<file path="src/rtl/washer_pkg.sv">
// Shared definitions for the washer panel button front-end.
// Holds the per-channel debounce state encoding and the button bit positions.
// No ports; imported by the channel and top-level modules.
package washer_pkg;

  // Per-channel debounce FSM states (2-bit encoding).
  typedef enum logic [1:0] {
    IDLE        = 2'd0,
    DEB_PRESS   = 2'd1,
    HELD        = 2'd2,
    DEB_RELEASE = 2'd3
  } btn_state_e;

  // Bit positions of the panel buttons inside the raw/clean button vectors.
  localparam int unsigned BTN_RUN   = 0;
  localparam int unsigned BTN_WATER = 1;
  localparam int unsigned BTN_OPEN  = 2;
  localparam int unsigned BTN_CLICK = 3;

endpackage

</file>
<file path="src/rtl/btn_debounce_ch.sv">
// One button channel: 2-FF synchroniser, debounce FSM, press/release/long pulses.
// Latency: raw edge to press/release pulse is 2 + DEB_CYCLES cycles; no backpressure.
// Ports: clk_i, rst_ni (async active-low), raw_i -> level_o, press_o, press_nxt_o,
//        release_o, long_o (press_nxt_o is the value press_o takes on the next edge).
module btn_debounce_ch
  import washer_pkg::*;
#(
  parameter int DEB_CYCLES  = 16,
  parameter int LONG_CYCLES = 1000
) (
  input  logic clk_i,
  input  logic rst_ni,
  input  logic raw_i,
  output logic level_o,
  output logic press_o,
  output logic press_nxt_o,
  output logic release_o,
  output logic long_o
);

  localparam int DW = $clog2(DEB_CYCLES + 1);
  localparam int HW = $clog2(LONG_CYCLES + 1);

  localparam logic [DW-1:0] DEB_ONE  = DW'(1);
  localparam logic [DW-1:0] DEB_LAST = DW'(DEB_CYCLES - 1);
  localparam logic [HW-1:0] HOLD_ONE  = HW'(1);
  localparam logic [HW-1:0] HOLD_LAST = HW'(LONG_CYCLES - 1);
  localparam logic [HW-1:0] HOLD_SAT  = HW'(LONG_CYCLES);

  logic          sync1_q, sync2_q;
  btn_state_e    state_q, state_d;
  logic [DW-1:0] deb_cnt_q, deb_cnt_d;
  logic [HW-1:0] hold_cnt_q, hold_cnt_d;
  logic          long_done_q, long_done_d;
  logic          level_q, level_d;
  logic          press_q, press_d;
  logic          release_q, release_d;
  logic          long_q, long_d;

  always_comb begin
    state_d     = state_q;
    deb_cnt_d   = deb_cnt_q;
    hold_cnt_d  = hold_cnt_q;
    long_done_d = long_done_q;
    level_d     = level_q;
    press_d     = 1'b0;
    release_d   = 1'b0;
    long_d      = 1'b0;

    // The hold timer keeps running while a release is being debounced, so a
    // short glitch neither restarts nor delays the long-press pulse.
    if ((state_q == HELD) || (state_q == DEB_RELEASE)) begin
      if (hold_cnt_q != HOLD_SAT) begin
        hold_cnt_d = hold_cnt_q + HOLD_ONE;
      end
      if ((hold_cnt_q == HOLD_LAST) && !long_done_q) begin
        long_d      = 1'b1;
        long_done_d = 1'b1;
      end
    end

    // The IDLE/HELD sample counts as the first stable sample, so the edge is
    // accepted when the counter already holds DEB_CYCLES-1.
    case (state_q)
      IDLE: begin
        if (sync2_q) begin
          state_d   = DEB_PRESS;
          deb_cnt_d = DEB_ONE;
        end
      end
      DEB_PRESS: begin
        if (!sync2_q) begin
          state_d   = IDLE;
          deb_cnt_d = '0;
        end else if (deb_cnt_q == DEB_LAST) begin
          state_d     = HELD;
          deb_cnt_d   = '0;
          press_d     = 1'b1;
          level_d     = 1'b1;
          hold_cnt_d  = '0;
          long_done_d = 1'b0;
        end else begin
          deb_cnt_d = deb_cnt_q + DEB_ONE;
        end
      end
      HELD: begin
        if (!sync2_q) begin
          state_d   = DEB_RELEASE;
          deb_cnt_d = DEB_ONE;
        end
      end
      DEB_RELEASE: begin
        if (sync2_q) begin
          // Glitch rejected: back to HELD with hold timer and long flag intact.
          state_d   = HELD;
          deb_cnt_d = '0;
        end else if (deb_cnt_q == DEB_LAST) begin
          state_d     = IDLE;
          deb_cnt_d   = '0;
          release_d   = 1'b1;
          level_d     = 1'b0;
          long_done_d = 1'b0;
        end else begin
          deb_cnt_d = deb_cnt_q + DEB_ONE;
        end
      end
      default: state_d = IDLE;
    endcase
  end

  always_ff @(posedge clk_i or negedge rst_ni) begin
    if (!rst_ni) begin
      sync1_q     <= 1'b0;
      sync2_q     <= 1'b0;
      state_q     <= IDLE;
      deb_cnt_q   <= '0;
      hold_cnt_q  <= '0;
      long_done_q <= 1'b0;
      level_q     <= 1'b0;
      press_q     <= 1'b0;
      release_q   <= 1'b0;
      long_q      <= 1'b0;
    end else begin
      sync1_q     <= raw_i;
      sync2_q     <= sync1_q;
      state_q     <= state_d;
      deb_cnt_q   <= deb_cnt_d;
      hold_cnt_q  <= hold_cnt_d;
      long_done_q <= long_done_d;
      level_q     <= level_d;
      press_q     <= press_d;
      release_q   <= release_d;
      long_q      <= long_d;
    end
  end

  assign level_o     = level_q;
  assign press_o     = press_q;
  assign press_nxt_o = press_d;
  assign release_o   = release_q;
  assign long_o      = long_q;

endmodule

</file>
<file path="src/rtl/washer_btn_conditioner.sv">
// Washer panel input front-end: N_BTN independent debounce channels plus key-beep request.
// Latency: raw edge to press/release pulse is 2 + DEB_CYCLES cycles; no backpressure.
// Ports: clk, in_resetBtn (async active-low), in_rawBtn -> out_level, out_press,
//        out_release, out_long, out_anyPress (OR of press pulses, same cycle as out_press).
module washer_btn_conditioner
  import washer_pkg::*;
#(
  parameter int N_BTN       = 4,
  parameter int DEB_CYCLES  = 16,
  parameter int LONG_CYCLES = 1000
) (
  input  logic             clk,
  input  logic             in_resetBtn,
  input  logic [N_BTN-1:0] in_rawBtn,
  output logic [N_BTN-1:0] out_level,
  output logic [N_BTN-1:0] out_press,
  output logic [N_BTN-1:0] out_release,
  output logic [N_BTN-1:0] out_long,
  output logic             out_anyPress
);

  logic [N_BTN-1:0] press_nxt;
  logic             any_press_q;

  for (genvar g = 0; g < N_BTN; g++) begin : g_ch
    btn_debounce_ch #(
      .DEB_CYCLES (DEB_CYCLES),
      .LONG_CYCLES(LONG_CYCLES)
    ) u_ch (
      .clk_i      (clk),
      .rst_ni     (in_resetBtn),
      .raw_i      (in_rawBtn[g]),
      .level_o    (out_level[g]),
      .press_o    (out_press[g]),
      .press_nxt_o(press_nxt[g]),
      .release_o  (out_release[g]),
      .long_o     (out_long[g])
    );
  end

  // Registered from the channels' next-state press values so the beep request
  // lines up exactly with out_press while still coming straight from a flop.
  always_ff @(posedge clk or negedge in_resetBtn) begin
    if (!in_resetBtn) begin
      any_press_q <= 1'b0;
    end else begin
      any_press_q <= |press_nxt;
    end
  end

  assign out_anyPress = any_press_q;

endmodule

</file>
<file path="config.mk">
export PLATFORM = sky130hd
export DESIGN_NAME = washer_btn_conditioner
export DESIGN_NICKNAME = d
export VERILOG_FILES = /design/src/rtl/washer_pkg.sv /design/src/rtl/btn_debounce_ch.sv /design/src/rtl/washer_btn_conditioner.sv
export SDC_FILE = /design/constraint.sdc
export NUM_CORES = 1
export LEC_CHECK = 0
export ABC_AREA = 1
export ABC_CLOCK_PERIOD_IN_PS = 1250
export CAP_MARGIN = 20
export CORE_MARGIN = 1
export CORE_UTILIZATION = 50
export DETAILED_ROUTE_END_ITERATION = 7
export DONT_BUFFER_PORTS = 1
export PLACE_DENSITY = 0.79
export SLEW_MARGIN = 25
export SYNTH_ARGS = -nofsm -noshare
export SYNTH_HDL_FRONTEND = slang
export SYNTH_SLANG_ARGS = --single-unit
</file>
<file path="constraint.sdc">
create_clock -name clk -period 1.25 [get_ports clk]
set_input_delay 0.375 -clock clk [delete_from_list [all_inputs] [get_ports clk]]
set_output_delay 0.375 -clock clk [all_outputs]
set_load 0.005 [all_outputs]
</file>
# Word level (Yosys, flattened, before mapping)
# Cells that the tools add are included.
# word_totals
regBits	97
in_bits	6
# op_classes
n_addsub	8
eq_ne	56
muxes	144
n_reduce_logical	33
# op_table
cell	n
$mux 10	20
$mux 5	20
$pmux 5 s4	4
$mux 1	64
$mux 2	24
$add 10x1->10 const B	4
$eq 10x10->1 const B	4
$ne 10x10->1 const B	4
$pmux 2 s4	4
$ne 2x1->1 const B	12
$ne 2x2->1 const B	12
$add 5x1->5 const B	4
$eq 5x4->1 const B	4
$reduce_and 5->1	4
$eq 2x2->1 const B	8
$pmux 1 s2	8
$reduce_and 4->1	4
$ne 3x2->1 const B	4
$ne 3x3->1 const B	4
$eq 2x1->1 const B	4
$logic_not 2->1	4
$reduce_and 2->1	4
$reduce_bool 2->1	4
$logic_and 1x1->1	4
3 further kinds	9

# Logic depth before layout (Yosys ltp)
# Gate-level depths: netlist of run 1.
# depth
depth_word	7
depth_mapped	9

# Cells and area by module
# From an unflattened synthesis of run 1, not the netlist that was laid out.
# unflattened
hier_cells	592
hier_area_um2	5071.1
# modules_own_cells
module	instances	cells_per_inst	area_per_inst_um2
btn_debounce_ch	4	147	1258.7
washer_btn_conditioner	1	4	36.3

# Worst setup path after synthesis of run 1
# Ideal clock, no wire load.
# synth_path
path_kind	reg2reg
start	reg g_ch[3].u_ch.deb_cnt_q[0]
end	reg g_ch[3].u_ch.hold_cnt_q[2]
t_arrival_ps	1177
setup_slack_ps	-46
stages_incl_launch_ff	7
path_cell_list	dfrtp_1 ha_1 nand4_4 nor3_4 inv_2 nand2_1 nor2_1
# synth_between
elab_chain_cells	4
# synth_rtl
element	line_no	text
start: declaration	btn_debounce_ch.sv:32	logic [DW-1:0] deb_cnt_q, deb_cnt_d;
start signal: assignment	btn_debounce_ch.sv:127	deb_cnt_q <= deb_cnt_d;
$eq 5x4->1	btn_debounce_ch.sv:75	end else if (deb_cnt_q == DEB_LAST) begin
$mux 10	btn_debounce_ch.sv:75	
$mux 10	btn_debounce_ch.sv:72	if (!sync2_q) begin
$mux 10	btn_debounce_ch.sv:64	case (state_q)
net g_ch[3].u_ch.hold_cnt_d[2]	btn_debounce_ch.sv:33	logic [HW-1:0] hold_cnt_q, hold_cnt_d;
end signal: assignment	btn_debounce_ch.sv:128	hold_cnt_q <= hold_cnt_d;
end: declaration	btn_debounce_ch.sv:33	
# The timed path passes the listed nets, and every way through them passes these cells.
# A chain may end at the register's enable or synchronous reset.

# Final worst setup path of run 1
# layout_path
start	reg g_ch[1].u_ch.hold_cnt_q[0]
end	reg g_ch[1].u_ch.hold_cnt_q[6]
# layout_between
elab_chain_cells	6
elab_cells_between_ends	7
classes_between	add/sub (1); eq/ne (1); mux (5)
# layout_rtl
element	line_no	text
start: declaration	btn_debounce_ch.sv:33	
start signal: assignment	btn_debounce_ch.sv:128	
$add 10x1->10 / $ne 10x10->1 (equally long branches)	btn_debounce_ch.sv:54, btn_debounce_ch.sv:53	
$mux 10 (*)	btn_debounce_ch.sv:53	if (hold_cnt_q != HOLD_SAT) begin
$mux 10 (*)	btn_debounce_ch.sv:52	if ((state_q == HELD) || (state_q == DEB_RELEASE)) begin
$mux 10	btn_debounce_ch.sv:75	
$mux 10	btn_debounce_ch.sv:72	
$mux 10 (*)	btn_debounce_ch.sv:64	
net g_ch[1].u_ch.hold_cnt_d[6]	btn_debounce_ch.sv:33	
# The timed path passes the listed nets; every way through them passes the cells marked *.

==> results by group, run 1 <==
Status
  – Outcome: complete, but fails checks
  – Violated checks: hold timing, setup timing

Drt
  – Top routing layer in use: met4
  – WL final: 12500 um
  – Drt wl/cell: 14.5 um
  – DRT iter0 DRCs: 306
  – WL met2: 6580 um
  – DR DRC count: 0
  – Post-DRT Antenna Nets: 0
  – Via count: 4720
  – DR vias/cell: 5.47
  – Metal-1 WL: 5050 um
  – Detailed-router iteration count before antenna repair: 4
  – Met3 wire length: 514 um

Global route
  – Total track usage: 20.8%
  – Antenna violations before repair: 0
  – Vias in the first global route: 4393
  – Global-route wire length before repair: 18400 um
  – Global route total overflow: 0
  – Largest net degree at the start of global routing: 98

Die
  – Total die area: 10700 um^2
  – I/O pins: 23
  – Die W: 104 um
  – Core Footprint: 9860 um^2
  – Die height: 104 um
  – # rows: 36
  – Initial Util: 52.2%

Clocking
  – Cts bufs inserted: 9
  – Root buffer cell: clkbuf_8
  – CTS clock-pin slew for the worst setup and hold paths: 0.10 ns
  – Max clock buf depth: 2
  – Worst-Skew Late Latency: 0.38 ns
  – Htree depth: 3
  – CTS tree: built
  – Clk sinks: 97

Power and ir drop
  – Worst vdd ir: 0.00101 V
  – Pwr Density: 1570 nW/um^2
  – LEAKAGE: 3.20 nW

Yosys
  – Post-Syn Nets: 678
  – Sequential share of the synthesized area: 47.1%
  – Syn Inst Count: 660
  – Synth area leader: dfrtp_1
  – Most area-consuming cells after synthesis: dfrtp_1 47%, nand2_1 13%, inv_1 6.6%, nor2_1 5.0%, nand3_1 4.7%
  – YS warnings: 0
  – Top cell type's share of synthesized area: 47.1%
  – EDFF count, synth: 0
  – Synth Register Bits: 97
  – Fraction of registers with async set or reset after synthesis: 100%
  – Cell variety after synth: 34
  – Mapped Area: 5150 um^2
  – Most used DFF post-synth: dfrtp_1
  – Avg Cell Area, Syn: 7.81 um^2

Setup path
  – Crit Path Max Fanout: 4
  – Reg2Reg Depth: 9
  – CP Class: flop to flop
  – FF-to-FF setup slack: -0.12 ns
  – Crit path DAT: 1.64 ns
  – CP endpoint kind: flop
  – Worst r2r src: g_ch[1].u_ch.hold_cnt_q[0]
  – Critical Path Start Type: flop
  – R2r endpoint: g_ch[1].u_ch.hold_cnt_q[6]
  – Required time worst endpoint: 1.52 ns

Finish
  – Most frequent cells in the layout: 156 x nand2_1, 83 x dfrtp_1, 72 x buf_4, 71 x inv_1, 47 x nor2_1
  – Layout cells sized above 1: 34.7%
  – Area Growth Syn to Fin: 27.3%
  – Antenna Cells: 0
  – Layout Nets: 744
  – Post-route cell area: 6560 um^2
  – Most common cell after layout, fill and taps aside: nand2_1

Run
  – Max-cap viol count: 0

Hold path
  – Type of the worst min-delay path: input port to async pin

Placed design
  – DP HPWL: 7160 um
  – RD Place Congestion: 0.888
  – Worst slack, placed: -0.0910 ns
  – Port bufs: 0
  – Placement Cell Area: 5570 um^2

STA
  – Max_slew headroom: 84.6%
  – Post-Route Skew: 0.0168 ns
  – Worst hold slack: -0.315 ns
  – Min Clock Period, post-route: 1.37 ns
  – Slew Viols, Final: 0
  – Final Hold Viols: 97
  – Worst setup margin: -0.121 ns
  – Period utilization: 110%
  – Finish-stage setup viols: 29
  – RSZ-0062 raised after global routing: yes
  – Max Clk Rate: 729 MHz
  – Worst-Margin Slew: 0.229 ns
[repair_timing]
action / CTS / global route
setup buffers: 12 / 17
pin swaps: 25 / 46
resized for setup: 58 / 121
setup endpoints to repair: 41 / 67
endpoints found under the hold margin: 97 / 97
cloned: 0 / 0
[area by class of cell]
cell class                 instances  area, um^2
clock buffer                      10         138
sequential                        97        2440
multi-input combinational        437        2740
tap                              133         166
fill                             675        3300
clock inverter                     5        41.3
inverter                         100         390
timing repair buffer              81         642
[registers in the layout (all words and copies together), names as in the netlist, named ones only]
register,cells
g_ch.u_ch.state_q,4
g_ch.u_ch.sync2_q,4
g_ch.u_ch.deb_cnt_q,20
g_ch.u_ch.hold_cnt_q,40
out_anyPress,1
g_ch.u_ch.level_o,4
g_ch.u_ch.long_o,4
g_ch.u_ch.press_o,4
g_ch.u_ch.long_done_q,4
g_ch.u_ch.release_o,4
g_ch.u_ch.sync1_q,4
[report_power, final]
part,total [mW],internal (mW),leakage [nW],switching [mW]
Sequential,4.34,3.63,1.27,0.708
Combinational,4.04,1.82,1.84,2.22
Clock,1.92,0.781,0.0850,1.14
Total,10.3,6.23,3.20,4.06
[layer usage]
layer  global-route usage [%]  vias up
li1                         -     2207
met1                     25.0     2302
met3                     3.08       45
met5                        0        -
met4                     11.1        0
met2                     36.0      166
[worst max-delay path, cell delays in order (launching register included)]
cell and delay [ns]:
dfrtp_1 0.45, inv_2 0.11, ha_4 0.15, nand2_2 0.07, nor2_4 0.12, nand3_4 0.13
nand3_2 0.09, nand2_1 0.06, inv_1 0.06, nor2_1 0.04
[through the flow]
step	cells	total power [mW]	hold slack, ns	utilization, %	setup TNS [ns]
floorplan	660	6.12	0.0794	-	-0.0304
global placement	819	6.93	0.0819	56.5	-0.0784
global route	863	10.9	-0.337	66.5	-4.23
finish	863	10.3	-0.315	66.5	-1.09
detailed placement	819	7.15	0.0817	56.5	-0.972
CTS	846	9.40	-0.321	61.3	-0.315
[Yosys cell counts (3+ instances only)]
cell and instances:
nor3_1 8, nand3_1 48, o31ai_1 9, xor2_1 5, ha_1 12, xnor2_1 3
clkbuf_1 3, buf_4 18, o21ai_0 25, nand4_1 11, a21oi_1 35, nand4_2 3
nor2_1 69, dfrtp_1 97, nand3b_1 8, inv_2 8, inv_1 90, nand2_1 179
nor2_2 4, nand2_2 3, buf_2 3
[kinds of logic after synthesis]
kind of cell / share of synthesized area [%]
AO/OA/AOI/OAI: 8.28
XOR/XNOR: 1.36
adder cells (fa/ha/maj): 2.91
buffers and inverters: 10.9
flip-flops: 47.1
AND/OR/NAND/NOR: 29.4
[worst max path at each step]
stage                                           from                          to  depth (start not counted)
after floorplan            g_ch[3].u_ch.deb_cnt_q[1]  g_ch[3].u_ch.hold_cnt_q[2]                          6
after global placement    g_ch[1].u_ch.hold_cnt_q[0]  g_ch[1].u_ch.hold_cnt_q[6]                          6
after detailed placement  g_ch[1].u_ch.hold_cnt_q[0]  g_ch[1].u_ch.hold_cnt_q[8]                          5
after CTS                  g_ch[1].u_ch.deb_cnt_q[0]        g_ch[1].u_ch.level_o                          7
after global routing      g_ch[3].u_ch.hold_cnt_q[0]  g_ch[3].u_ch.hold_cnt_q[4]                          8
final                     g_ch[1].u_ch.hold_cnt_q[0]  g_ch[1].u_ch.hold_cnt_q[6]                          9
(Power assumes the default switching activity.)
==> inputs of run 2 (changes only) <==
PLACE_DENSITY = 0.77   (was 0.79)
==> run 2 against run 1 <==
Net effect:
- the flow still finishes with violations (hold timing, setup timing)
- sequential power is essentially flat
- clock power shrank 5%
- power up 3.9%
- largest cell class unchanged
- highest routed layer unchanged
==> results by group, run 2 (synthesis gave the netlist of run 1 again) <==
Status
  – Outcome: complete, but fails checks
  – Violated checks: hold timing, setup timing

Placed design
  – DP HPWL: 7090 um (-1.1%)
  – Port bufs: 0 (unchanged)
  – Worst slack, placed: -0.131 ns (-0.0397 ns)
  – Placed insts: 818 (-0.12%)
  – RD Place Congestion: 0.872 (-1.8%)
  – Placement Cell Area: 5570 um^2 (-0.13%)

Finish
  – Layout cells sized above 1: 36.3% (+1.6 points)
  – Most flop-heavy register: g_ch.u_ch.hold_cnt_q
  – Post-route cell area: 6720 um^2 (+2.4%)
  – Area Growth Syn to Fin: 30.4%
  – Largest registers: g_ch.u_ch.hold_cnt_q: 40 flops, g_ch.u_ch.deb_cnt_q: 20 flops
  – Layout Nets: 757 (+1.7%)
  – Most common cell after layout, fill and taps aside: nand2_1
  – Largest register FFs: 40 (unchanged)
  – Antenna Cells: 0 (unchanged)
  – Finished Layout Cells: 877 (+1.6%)
  – Most frequent cells in the layout: 153 x nand2_1, 81 x dfrtp_1, 80 x buf_4, 72 x inv_1, 47 x nor2_1

Global route
  – Global route total overflow: 0 (unchanged)
  – Vias in the first global route: 4430 (+0.84%)
  – Total track usage: 21.8% (+1.0 points)
  – Global-route wire length before repair: 19100 um (+3.4%)
  – Largest net degree at the start of global routing: 98 (unchanged)
  – Antenna violations before repair: 0 (unchanged)

STA
  – Worst-Margin Slew: 0.299 ns (+0.0699 ns)
  – Finish-stage setup viols: 23 (-21%)
  – Max_slew headroom: 80.0% (-4.6 points)
  – Min Clock Period, post-route: 1.37 ns (-0.00531 ns)
  – Slew Viols, Final: 0 (unchanged)
  – Period utilization: 109% (-0.43 points)
  – RSZ-0062 raised after global routing: yes
  – Worst setup margin: -0.116 ns (+0.00531 ns)
  – Final Hold Viols: 97 (unchanged)
  – Post-Route Skew: 0.0136 ns (-0.00321 ns)
  – Setup total negative slack: -1.09 ns (-0.00403 ns)
  – Max Clk Rate: 732 MHz (+0.39%)
  – Worst hold slack: -0.328 ns (-0.0133 ns)

Drt
  – DR vias/cell: 5.25 (-4.1%)
  – DR DRC count: 0 (unchanged)
  – DRT iter0 DRCs: 280 (-8.5%)
  – Drt wl/cell: 14.1 um (-3.0%)
  – WL final: 12400 um (-1.5%)
  – Post-DRT Antenna Nets: 0 (unchanged)
  – Via count: 4601 (-2.5%)
  – Detailed-router iteration count before antenna repair: 5 (+1)

Die
  – Die W: 104 um (unchanged)
  – Die height: 104 um (unchanged)
  – Core Footprint: 9860 um^2 (unchanged)
  – Total die area: 10700 um^2 (unchanged)
  – # rows: 36 (unchanged)
  – I/O pins: 23 (unchanged)
  – Initial Util: 52.2% (unchanged)

Power and ir drop
  – Switch share: 39.6% (+0.097 points)
  – Combinational power share: 42.3% (+3.1 points)
  – Share of power burned in registers: 40.7% (-1.4 points)
  – Worst vdd ir: 0.000967 V (-3.9%)
  – Internal Dissipation: 6.46 mW (+3.7%)
  – Clk pwr share: 17.0% (-1.6 points)
  – Pwr Density: 1590 nW/um^2 (+1.4%)
  – Sw Pwr: 4.23 mW (+4.1%)
  – Tot Pwr: 10.7 mW (+3.9%)
  – LEAKAGE: 3.31 nW (+3.5%)

Setup path
  – Crit Path Max Fanout: 6 (+2)
  – Required time worst endpoint: 1.54 ns (+0.02 ns)
  – Critical Path Start Type: flop
  – Crit path DAT: 1.65 ns (about the same)
  – CP endpoint kind: flop
  – CP Class: flop to flop

Clocking
  – Clk sinks: 97 (unchanged)
  – Cts bufs inserted: 9 (unchanged)
  – Htree depth: 3 (unchanged)
  – Max clock buf depth: 2 (unchanged)
  – CTS tree: built
  – Worst-Skew Late Latency: 0.38 ns (about the same)
  – Root buffer cell: clkbuf_8
  – CTS clock-pin slew for the worst setup and hold paths: 0.10 ns (about the same)

Hold path
  – Type of the worst min-delay path: input port to async pin

Run
  – Max-cap viol count: 0 (unchanged)
run 2: cell types whose count changed in the layout (fill, tap and decap cells not counted), moves of 3 or more:
cell / delta
o31ai_1: +4
a21oi_2: -4
nand3_2: +6
nand2_4: +4
clkinv_2: +3
dlygate4sd3_1: +3
o21ai_0: -4
nand2_1: -3
a21oi_1: +4
o31ai_2: -4
nand3_1: -6
buf_4: +8
o21ai_2: +3
run 2: final timing paths:
path                                             from                         end  slack (ns)  depth (start not counted)
min reg2reg                      g_ch[2].u_ch.sync1_q        g_ch[2].u_ch.sync2_q        0.35                          0
max                        g_ch[0].u_ch.hold_cnt_q[2]  g_ch[0].u_ch.hold_cnt_q[6]       -0.12                          8
max in group asynchronous                 in_resetBtn                   async pin        1.44                          0
max reg2reg                g_ch[0].u_ch.hold_cnt_q[2]  g_ch[0].u_ch.hold_cnt_q[6]       -0.12                          8
min in group clk                         in_rawBtn[0]        g_ch[0].u_ch.sync1_q        0.03                          0
min                                       in_resetBtn   g_ch[1].u_ch.deb_cnt_q[4]       -0.33                          0
run 2: area by class of cell:
type                       instances  area (um^2)
tap                              133          166
inverter                         100          390
fill                             689         3150
multi-input combinational        437         2800
timing repair buffer              94          754
clock inverter                     5         32.5
sequential                        97         2450
clock buffer                      11          131
run 2: worst max-delay path, stage by stage, from the launching register on:
cell	delay, ns
dfrtp_2	0.47
inv_1	0.20
nand3_2	0.12
nor2_2	0.11
nand2_2	0.11
nand3_2	0.10
nand2_1	0.06
inv_1	0.06
nor2_1	0.05
run 2: power groups by stage:
stage	clock network, mW	logic (mW)	registers, mW
final	1.82	4.52	4.35
after global routing	1.98	4.99	4.42
after CTS	1.87	3.33	4.15
after detailed placement	0	2.83	4.19
after global placement	0	2.71	4.16
after floorplan	0	2.09	4.03
run 2: what timing repair did:
action,in CTS,in global routing
resized for setup,57,142
pin swaps,27,58
hold endpoints to repair,99,98
endpoints found under the setup margin,33,72
hold buffers,2,1
setup buffers,17,23
run 2: metal layers:
layer	up-vias	wire length, um	track usage, %	part of all wire (%)
met4	0	251	9.11	2.0
li1	2237	-	-	-
met2	128	6500	37.4	53
met1	2211	5140	25.6	42
met5	-	0	0	0
met3	25	476	5.85	3.9
run 2: stage by stage:
step / hold slack, ns / utilization [%]
after floorplan: 0.0794 / -
after global placement: 0.0816 / 56.4
after detailed placement: 0.0816 / 56.4
after CTS: -0.343 / 61.7
after global routing: -0.353 / 68.1
final: -0.328 / 68.1
